File: src/rtl/mem_stage_pkg.sv
`default_nettype none
// +----------------------------------------------------------------------------+
// | Module  : mem_stage_pkg                                                    |
// | Brief   : Shared CPU definitions: FSM states, funct3 codes, store helpers  |
// | Revision: 1.0                                                              |
// +----------------------------------------------------------------------------+
package mem_stage_pkg;

    localparam logic [0:0] c_st_idle = 1'b0;
    localparam logic [0:0] c_st_wait = 1'b1;

    localparam logic [2:0] c_f3_b  = 3'b000;
    localparam logic [2:0] c_f3_h  = 3'b001;
    localparam logic [2:0] c_f3_w  = 3'b010;
    localparam logic [2:0] c_f3_bu = 3'b100;
    localparam logic [2:0] c_f3_hu = 3'b101;

    // funct3[1:0] carries the access size for both loads and stores
    function automatic logic is_misaligned(input logic [2:0] f3, input logic [1:0] a);
        case (f3[1:0])
            2'b00:   return 1'b0;
            2'b01:   return a[0];
            default: return a != 2'b00;
        endcase
    endfunction

    function automatic logic [3:0] store_be(input logic [2:0] f3, input logic [1:0] a);
        case (f3[1:0])
            2'b00:   return 4'b0001 << a;
            2'b01:   return a[1] ? 4'b1100 : 4'b0011;
            default: return 4'b1111;
        endcase
    endfunction

    function automatic logic [31:0] store_data(input logic [2:0] f3, input logic [31:0] d);
        case (f3[1:0])
            2'b00:   return {4{d[7:0]}};
            2'b01:   return {2{d[15:0]}};
            default: return d;
        endcase
    endfunction

endpackage
`default_nettype wire

File: src/rtl/mem_stage_if.sv
`default_nettype none
// +----------------------------------------------------------------------------+
// | Module  : mem_stage_if                                                     |
// | Brief   : Data-memory request/response bus between MEM stage and memory   |
// | Revision: 1.0                                                              |
// +----------------------------------------------------------------------------+
interface mem_stage_if;
    logic        dmem_req_o;
    logic        dmem_we_o;
    logic [31:0] dmem_addr_o;
    logic [31:0] dmem_wdata_o;
    logic [3:0]  dmem_be_o;
    logic        dmem_ready_i;
    logic [31:0] dmem_rdata_i;

    modport master (
        output dmem_req_o, dmem_we_o, dmem_addr_o, dmem_wdata_o, dmem_be_o,
        input  dmem_ready_i, dmem_rdata_i
    );

    modport slave (
        input  dmem_req_o, dmem_we_o, dmem_addr_o, dmem_wdata_o, dmem_be_o,
        output dmem_ready_i, dmem_rdata_i
    );
endinterface
`default_nettype wire

File: src/rtl/mem_stage_load_align.sv
`default_nettype none
// +----------------------------------------------------------------------------+
// | Module  : load_align                                                       |
// | Brief   : Selects and sign/zero-extends load data from the read word      |
// | Revision: 1.0                                                              |
// +----------------------------------------------------------------------------+
module load_align
    import mem_stage_pkg::*;
(
    input  wire logic [1:0]  i_addr,
    input  wire logic [2:0]  i_funct3,
    input  wire logic [31:0] i_rdata,
    output logic      [31:0] o_result
);

    logic [7:0]  w_byte;
    logic [15:0] w_half;

    assign w_half = i_addr[1] ? i_rdata[31:16] : i_rdata[15:0];

    always_comb begin
        case (i_addr)
            2'd0:    w_byte = i_rdata[7:0];
            2'd1:    w_byte = i_rdata[15:8];
            2'd2:    w_byte = i_rdata[23:16];
            default: w_byte = i_rdata[31:24];
        endcase
    end

    always_comb begin
        case (i_funct3)
            c_f3_b:  o_result = {{24{w_byte[7]}}, w_byte};
            c_f3_bu: o_result = {24'd0, w_byte};
            c_f3_h:  o_result = {{16{w_half[15]}}, w_half};
            c_f3_hu: o_result = {16'd0, w_half};
            default: o_result = i_rdata;
        endcase
    end

endmodule
`default_nettype wire

File: src/rtl/mem_stage.sv
`default_nettype none
// +----------------------------------------------------------------------------+
// | Module  : mem_stage                                                        |
// | Brief   : Pipeline MEM stage with stalling data-memory access and timeout |
// | Revision: 1.0                                                              |
// +----------------------------------------------------------------------------+
module mem_stage
    import mem_stage_pkg::*;
#(
    parameter int TIMEOUT = 256
) (
    input  wire logic        clk_i,
    input  wire logic        rst_ni,
    input  wire logic        valid_i,
    input  wire logic        mem_rd_i,
    input  wire logic        mem_wr_i,
    input  wire logic [2:0]  funct3_i,
    input  wire logic [31:0] alu_result_i,
    input  wire logic [31:0] rs2_data_i,
    input  wire logic [31:0] pc4_i,
    input  wire logic [1:0]  wb_sel_i,
    input  wire logic [4:0]  rd_addr_i,
    input  wire logic        reg_we_i,
    mem_stage_if.master      dmem,
    output logic             wb_valid_o,
    output logic      [1:0]  wb_sel_o,
    output logic      [31:0] data_r_o,
    output logic      [31:0] alu_result_o,
    output logic      [31:0] pc4_o,
    output logic      [4:0]  rd_addr_o,
    output logic             reg_we_o,
    output logic             stall_o,
    output logic             misalign_o,
    output logic             bus_err_o
);

    localparam int                 c_cnt_w    = (TIMEOUT > 2) ? $clog2(TIMEOUT) : 1;
    localparam logic [c_cnt_w-1:0] c_cnt_last = c_cnt_w'(TIMEOUT - 1);

    logic [0:0]         r_state;
    logic [c_cnt_w-1:0] r_cnt;

    // Pending access, captured on every IDLE cycle so WAIT can replay it
    logic        r_we, r_is_load, r_reg_we;
    logic [31:0] r_addr, r_wdata, r_pc4;
    logic [3:0]  r_be;
    logic [2:0]  r_funct3;
    logic [1:0]  r_wb_sel;
    logic [4:0]  r_rd_addr;

    logic        w_idle, w_mem_op, w_misalign, w_issue, w_req, w_ready, w_timeout;
    logic [3:0]  w_be_new;
    logic [31:0] w_wdata_new, w_load_data;

    assign w_idle      = (r_state == c_st_idle);
    assign w_mem_op    = valid_i & (mem_rd_i | mem_wr_i);
    assign w_misalign  = w_mem_op & is_misaligned(funct3_i, alu_result_i[1:0]);
    assign w_issue     = w_idle & w_mem_op & ~w_misalign;
    // Request is forced low while reset is held, even with a valid op presented
    assign w_req       = rst_ni & (w_issue | ~w_idle);
    assign w_ready     = w_req & dmem.dmem_ready_i;
    assign w_timeout   = ~w_idle & ~dmem.dmem_ready_i & (r_cnt == c_cnt_last);
    assign stall_o     = w_req & ~w_ready & ~w_timeout;

    assign w_be_new    = mem_wr_i ? store_be(funct3_i, alu_result_i[1:0]) : 4'b1111;
    assign w_wdata_new = store_data(funct3_i, rs2_data_i);

    assign dmem.dmem_req_o   = w_req;
    assign dmem.dmem_we_o    = w_idle ? mem_wr_i : r_we;
    assign dmem.dmem_addr_o  = w_idle ? {alu_result_i[31:2], 2'b00} : {r_addr[31:2], 2'b00};
    assign dmem.dmem_wdata_o = w_idle ? w_wdata_new : r_wdata;
    assign dmem.dmem_be_o    = w_idle ? w_be_new : r_be;

    load_align u_load_align (
        .i_addr   (w_idle ? alu_result_i[1:0] : r_addr[1:0]),
        .i_funct3 (w_idle ? funct3_i : r_funct3),
        .i_rdata  (dmem.dmem_rdata_i),
        .o_result (w_load_data)
    );

    always_ff @(posedge clk_i or negedge rst_ni) begin
        if (!rst_ni) begin
            r_state   <= c_st_idle;
            r_cnt     <= '0;
            r_we      <= 1'b0;
            r_is_load <= 1'b0;
            r_reg_we  <= 1'b0;
            r_addr    <= '0;
            r_wdata   <= '0;
            r_pc4     <= '0;
            r_be      <= '0;
            r_funct3  <= '0;
            r_wb_sel  <= '0;
            r_rd_addr <= '0;
        end else if (w_idle) begin
            r_cnt     <= '0;
            r_we      <= mem_wr_i;
            r_is_load <= mem_rd_i & ~mem_wr_i;
            r_reg_we  <= reg_we_i;
            r_addr    <= alu_result_i;
            r_wdata   <= w_wdata_new;
            r_pc4     <= pc4_i;
            r_be      <= w_be_new;
            r_funct3  <= funct3_i;
            r_wb_sel  <= wb_sel_i;
            r_rd_addr <= rd_addr_i;
            if (w_issue && !w_ready) begin
                r_state <= c_st_wait;
            end
        end else begin
            r_cnt <= r_cnt + c_cnt_w'(1);
            if (w_ready || w_timeout) begin
                r_state <= c_st_idle;
            end
        end
    end

    always_ff @(posedge clk_i or negedge rst_ni) begin
        if (!rst_ni) begin
            wb_valid_o   <= 1'b0;
            wb_sel_o     <= '0;
            data_r_o     <= '0;
            alu_result_o <= '0;
            pc4_o        <= '0;
            rd_addr_o    <= '0;
            reg_we_o     <= 1'b0;
            misalign_o   <= 1'b0;
            bus_err_o    <= 1'b0;
        end else begin
            misalign_o <= 1'b0;
            bus_err_o  <= 1'b0;
            if (w_idle) begin
                wb_sel_o     <= wb_sel_i;
                alu_result_o <= alu_result_i;
                pc4_o        <= pc4_i;
                rd_addr_o    <= rd_addr_i;
                if (!valid_i || (w_issue && !w_ready)) begin
                    wb_valid_o <= 1'b0;
                    reg_we_o   <= 1'b0;
                end else if (w_misalign) begin
                    wb_valid_o <= 1'b1;
                    reg_we_o   <= 1'b0;
                    data_r_o   <= '0;
                    misalign_o <= 1'b1;
                end else begin
                    wb_valid_o <= 1'b1;
                    reg_we_o   <= reg_we_i;
                    data_r_o   <= (w_issue && mem_rd_i && !mem_wr_i) ? w_load_data : 32'd0;
                end
            end else if (w_ready || w_timeout) begin
                wb_valid_o   <= 1'b1;
                wb_sel_o     <= r_wb_sel;
                alu_result_o <= r_addr;
                pc4_o        <= r_pc4;
                rd_addr_o    <= r_rd_addr;
                reg_we_o     <= w_ready & r_reg_we;
                data_r_o     <= (w_ready && r_is_load) ? w_load_data : 32'd0;
                bus_err_o    <= w_timeout;
            end else begin
                wb_valid_o <= 1'b0;
                reg_we_o   <= 1'b0;
            end
        end
    end

endmodule
`default_nettype wire

File: src/flat_wrapper.sv
// flat-port wrapper written by rule: the top's interface ports become plain ports
module mem_stage_flat import mem_stage_pkg::*;
#(
    parameter int TIMEOUT = 256
)
  (clk_i, rst_ni, valid_i, mem_rd_i, mem_wr_i, funct3_i, alu_result_i, rs2_data_i, pc4_i, wb_sel_i, rd_addr_i, reg_we_i, wb_valid_o, wb_sel_o, data_r_o, alu_result_o, pc4_o, rd_addr_o, reg_we_o, stall_o, misalign_o, bus_err_o, dmem_dmem_req_o, dmem_dmem_we_o, dmem_dmem_addr_o, dmem_dmem_wdata_o, dmem_dmem_be_o, dmem_dmem_ready_i, dmem_dmem_rdata_i);
  mem_stage_if dmem_i ();
  input  wire logic clk_i;
  input  wire logic rst_ni;
  input  wire logic valid_i;
  input  wire logic mem_rd_i;
  input  wire logic mem_wr_i;
  input  wire logic [2:0] funct3_i;
  input  wire logic [31:0] alu_result_i;
  input  wire logic [31:0] rs2_data_i;
  input  wire logic [31:0] pc4_i;
  input  wire logic [1:0] wb_sel_i;
  input  wire logic [4:0] rd_addr_i;
  input  wire logic reg_we_i;
  output logic wb_valid_o;
  output logic      [1:0] wb_sel_o;
  output logic      [31:0] data_r_o;
  output logic      [31:0] alu_result_o;
  output logic      [31:0] pc4_o;
  output logic      [4:0] rd_addr_o;
  output logic reg_we_o;
  output logic stall_o;
  output logic misalign_o;
  output logic bus_err_o;
  output wire logic [$bits(dmem_i.dmem_req_o)-1:0] dmem_dmem_req_o;
  output wire logic [$bits(dmem_i.dmem_we_o)-1:0] dmem_dmem_we_o;
  output wire logic [$bits(dmem_i.dmem_addr_o)-1:0] dmem_dmem_addr_o;
  output wire logic [$bits(dmem_i.dmem_wdata_o)-1:0] dmem_dmem_wdata_o;
  output wire logic [$bits(dmem_i.dmem_be_o)-1:0] dmem_dmem_be_o;
  input wire logic [$bits(dmem_i.dmem_ready_i)-1:0] dmem_dmem_ready_i;
  input wire logic [$bits(dmem_i.dmem_rdata_i)-1:0] dmem_dmem_rdata_i;
  assign dmem_dmem_req_o = dmem_i.dmem_req_o;
  assign dmem_dmem_we_o = dmem_i.dmem_we_o;
  assign dmem_dmem_addr_o = dmem_i.dmem_addr_o;
  assign dmem_dmem_wdata_o = dmem_i.dmem_wdata_o;
  assign dmem_dmem_be_o = dmem_i.dmem_be_o;
  assign dmem_i.dmem_ready_i = dmem_dmem_ready_i;
  assign dmem_i.dmem_rdata_i = dmem_dmem_rdata_i;
  mem_stage #(.TIMEOUT(TIMEOUT)) u_core (.clk_i(clk_i), .rst_ni(rst_ni), .valid_i(valid_i), .mem_rd_i(mem_rd_i), .mem_wr_i(mem_wr_i), .funct3_i(funct3_i), .alu_result_i(alu_result_i), .rs2_data_i(rs2_data_i), .pc4_i(pc4_i), .wb_sel_i(wb_sel_i), .rd_addr_i(rd_addr_i), .reg_we_i(reg_we_i), .dmem(dmem_i), .wb_valid_o(wb_valid_o), .wb_sel_o(wb_sel_o), .data_r_o(data_r_o), .alu_result_o(alu_result_o), .pc4_o(pc4_o), .rd_addr_o(rd_addr_o), .reg_we_o(reg_we_o), .stall_o(stall_o), .misalign_o(misalign_o), .bus_err_o(bus_err_o));
endmodule
File: config.mk
export PLATFORM = sky130hd
export DESIGN_NAME = mem_stage_flat
export DESIGN_NICKNAME = d
export VERILOG_FILES = /design/src/rtl/mem_stage_pkg.sv /design/src/rtl/mem_stage_if.sv /design/src/rtl/mem_stage_load_align.sv /design/src/rtl/mem_stage.sv /design/src/flat_wrapper.sv
export SDC_FILE = /design/constraint.sdc
export NUM_CORES = 1
export LEC_CHECK = 0
export ABC_AREA = 1
export BUFFER_PORTS_ARGS = -buffer_cell sky130_fd_sc_hd__buf_4
export CAP_MARGIN = 20
export CORE_MARGIN = 2
export CORE_UTILIZATION = 51
export CTS_CLUSTER_DIAMETER = 100
export DETAILED_ROUTE_END_ITERATION = 12
export GPL_TIMING_DRIVEN = 0
export PLACE_DENSITY = 0.8
export SKIP_CTS_REPAIR_TIMING = 1
export SYNTH_ARGS = -nofsm -noshare
export SYNTH_HDL_FRONTEND = slang
export SYNTH_HIERARCHICAL = 1
export SYNTH_SLANG_ARGS = --single-unit
File: constraint.sdc
create_clock -name clk_i -period 3.2 [get_ports clk_i]
set_input_delay 0.32 -clock clk_i [delete_from_list [all_inputs] [get_ports clk_i]]
set_output_delay 0.32 -clock clk_i [all_outputs]
set_load 0.02 [all_outputs]
==> results.json <==
{
  "status": "finished, violations left",
  "failed_checks": "negative hold slack",
  "diodes": 0,
  "finalPower_mw": 10.25,
  "tns_ns": 0,
  "wl_um": 32740,
  "skew_ns": 0.01146,
  "p_leak_nw": 7.744,
  "h-tree-depth": 1,
  "crit_type": "flip-flop to flip-flop",
  "fin_crit_sh_pct": 90.48,
  "fmax_mhz": 345.4,
  "worstMarginPinSlew_ns": 0.8638,
  "fin_nets": 1798,
  "reg2reg_slack_ns": 0.30,
  "grt_pass1_wl_um": 51880,
  "critPathLaunch": "u_core/r_state",
  "clkSinkCount": 229,
  "rows": 51,
  "worst_slack_ns": 0.3047,
  "cp.arrival_ns": 3.36,
  "rr_worst_depth": 13,
  "clk_pin_slew_ns": 0.06,
  "start_util_pct": 52.44,
  "die_w_um": 145.9,
  "period_minus_slack_ns": 2.895,
  "finalSetupViolCount": 0,
  "hold_ws_ns": -0.1580,
  "ys_seq_elements": 229,
  "ir_worst_vdd_mv": 0.4434,
  "utilization_pct": 71.09,
  "cts_inserted_buffers": 25,
  "cp_slowest_stage_delay_ns": 0.49,
  "dp_slack_ns": -0.1407,
  "cp.depth": 13,
  "yosysUniqueCellTypes": 32,
  "path_cells": "buf_2 -> clkbuf_2 -> clkbuf_1 -> o21ai_1 -> nand2_2 -> nor2_1 -> nand3_2 -> buf_6 -> nand3_1 -> inv_1 -> nor2_1 -> nand3_1 -> nand2_1",
  "die_h_um": 145.9,
  "maxSlewHeadroom_pct": 42.42,
  "drc": 0,
  "syn-cell-area_sq_mm": 0.01027,
  "clk_latency_ns": 0.53,
  "critPathCapture": "u_core/data_r_o[25]",
  "crit_buf_inv": 5,
  "hold_violations": 112,
  "r2r_start": "u_core/r_state",
  "clockBufferDepth": 3,
  "drt_pass1_iterations": 5,
  "grt_max_degree": 121,
  "gr-usage-all-layers_pct": 30.17,
  "maxCapViolations": 0,
  "drt-initial-drc-count": 695,
  "slew_violations": 0,
  "ant_nets": 0,
  "cts_root_buf": "clkbuf_16",
  "area_delta_synth_final_pct": 35.56,
  "gp_congestion": 0.9614,
  "dieArea_sq_mm": 0.02130,
  "crit_slowest_cell": "o21ai_1",
  "coreArea_sq_mm": 0.01959,
  "dp_hpwl_um": 23440,
  "antenna_found_initial": 0,
  "worstHoldPathType": "input pin to asynchronous set/reset pin",
  "async_flop_share_pct": 100.0,
  "cp-start-kind": "flip-flop",
  "syn_inst": 1302,
  "power_density_mw_per_mm2": 735.7,
  "io_pins": 323,
  "yosysSeqAreaShare_pct": 55.78,
  "grt.overflow.total": 0,
  "grt_pass1_vias": 9713,
  "end_kind": "flip-flop",
  "viasPerCell": 5.171,
  "cts_tree": "yes",
  "yosys_most_used_dff": "dfrtp_1",
  "r2r_end": "u_core/data_r_o[25]",
  "avgSynthCellArea_sq_um": 7.891,
  "drive_gt1_share_pct": 24.66,
  "drt-wirelength-per-cell_um": 16.91,
  "synth-warning-count": 6,
  "synth-edff-count": 0,
  "critical_path.top_delay_family": "buffers and inverters",
  "rsz0062_at_grt": "false",
  "critPathMaxFanout": 10,
  "num_vias": 10010,
  "portBuffers": 320,
  "crit_required_ns": 3.66
}
[layout by cell type, fill, tap and decap left out, types with 2 or more instances in the layout]
master and instances:
nor2_1 72, o21ai_0 46, clkinv_1 2, clkinv_2 7, conb_1 2, dfrtp_1 229
nand3_1 157, nor2_2 3, buf_2 13, o211ai_1 3, nand2_2 3, buf_1 8
clkbuf_2 3, nor3_1 5, a21oi_1 26, clkbuf_8 8, clkbuf_16 25, inv_1 57
o21ai_1 2, inv_2 3, buf_4 329, nand3_2 3, o22ai_1 2, buf_6 5
bufinv_16 2, nand2_1 601, clkbuf_1 40
[stage by stage]
step	cells	instance area, sq um	hold WS [ns]
final	1936	13930	-0.1580
after detailed placement	1889	13050	0.4336
after global routing	1936	13930	-0.09595
after floorplan	1303	10280	0.02441
after CTS	1935	13910	-0.1217
after global placement	1888	13010	0.4536
[power by group]
| group | internal [mW] | switching [mW] | total [mW] | leakage (nW) |
|---|---|---|---|---|
| Sequential | 3.51 | 0.286 | 3.79 | 2.83 |
| Clock | 1.79 | 1.18 | 2.97 | 0.435 |
| Combinational | 1.26 | 2.23 | 3.48 | 4.48 |
[synthesized netlist by cell type, types with 2 or more instances]
library cell | n | area, sq um
buf_2 | 13 | 65.06
nand2_1 | 601 | 2256
o211ai_1 | 3 | 22.52
o21ai_0 | 48 | 240.2
clkinv_1 | 2 | 7.510
buf_4 | 10 | 75.07
clkbuf_1 | 40 | 150.1
nor2_1 | 74 | 277.8
buf_1 | 8 | 30.03
a21oi_1 | 26 | 130.1
inv_1 | 57 | 214.0
nand3_2 | 3 | 30.03
nand2_2 | 3 | 18.77
dfrtp_1 | 229 | 5731
inv_2 | 3 | 11.26
nand3_1 | 157 | 785.8
nor3_1 | 5 | 25.02
buf_6 | 5 | 56.30
o22ai_1 | 2 | 12.51
[logic make-up after synthesis]
kind of cell,after synthesis,synth area share (%)
simple gates,850,33.87
compound gates,83,4.263
buf+inv,138,5.931
fa+ha+maj,1,0.1218
flops,229,55.78
other cells,1,0.03650
[final cells by class]
class                           instances  area, sq um
Inverter                               62        232.7
Timing Repair Buffer                  322         2447
Fill cell                            1634         5663
Clock inverter                         10        115.1
Buffer                                 76        380.4
Multi-Input combinational cell        936         3943
Tap cell                              265        331.6
Clock buffer                           36        747.0
Sequential cell                       229         5731
[sequential cells by signal (all words and copies together), names as in the netlist, 2 cells and up]
register	cells
u_core/r_be	4
u_core/r_pc4	32
u_core/rd_addr_o	5
u_core/data_r_o	32
u_core/wb_sel_o	2
u_core/alu_result_o	32
u_core/pc4_o	32
u_core/r_wb_sel	2
u_core/r_addr	32
u_core/r_funct3	3
u_core/r_wdata	32
u_core/r_rd_addr	5
u_core/r_cnt	8
[metal layers]
| metal | routed length [um] | track usage (%) |
|---|---|---|
| met1 | 13390 | 40.46 |
| met2 | 15660 | 49.83 |
| met3 | 2786 | 6.520 |
| met4 | 899 | 8.627 |
| met5 | 0 | 0 |
[worst min path at each step]
stage,depth (start not counted),endpoint,start,slack (ns)
floorplan,0,u_core/alu_result_o[0],rst_ni,0.02
global placement,1,u_core/r_cnt[0],u_core/r_cnt[0],0.45
detailed placement,1,u_core/data_r_o[16],rst_ni,0.43
CTS,1,u_core/data_r_o[16],rst_ni,-0.12
global route,1,u_core/data_r_o[16],rst_ni,-0.1
finish,1,u_core/data_r_o[16],rst_ni,-0.16
[worst reg2reg max path, cell delays in order (launching register included)]
cell and delay [ns]:
dfrtp_1 0.36, buf_2 0.20, clkbuf_2 0.26, clkbuf_1 0.30
o21ai_1 0.49, nand2_2 0.26, nor2_1 0.21, nand3_2 0.17
buf_6 0.19, nand3_1 0.07, inv_1 0.04, nor2_1 0.10
nand3_1 0.09, nand2_1 0.09
No activity file was read; power rests on OpenSTA's default activity.
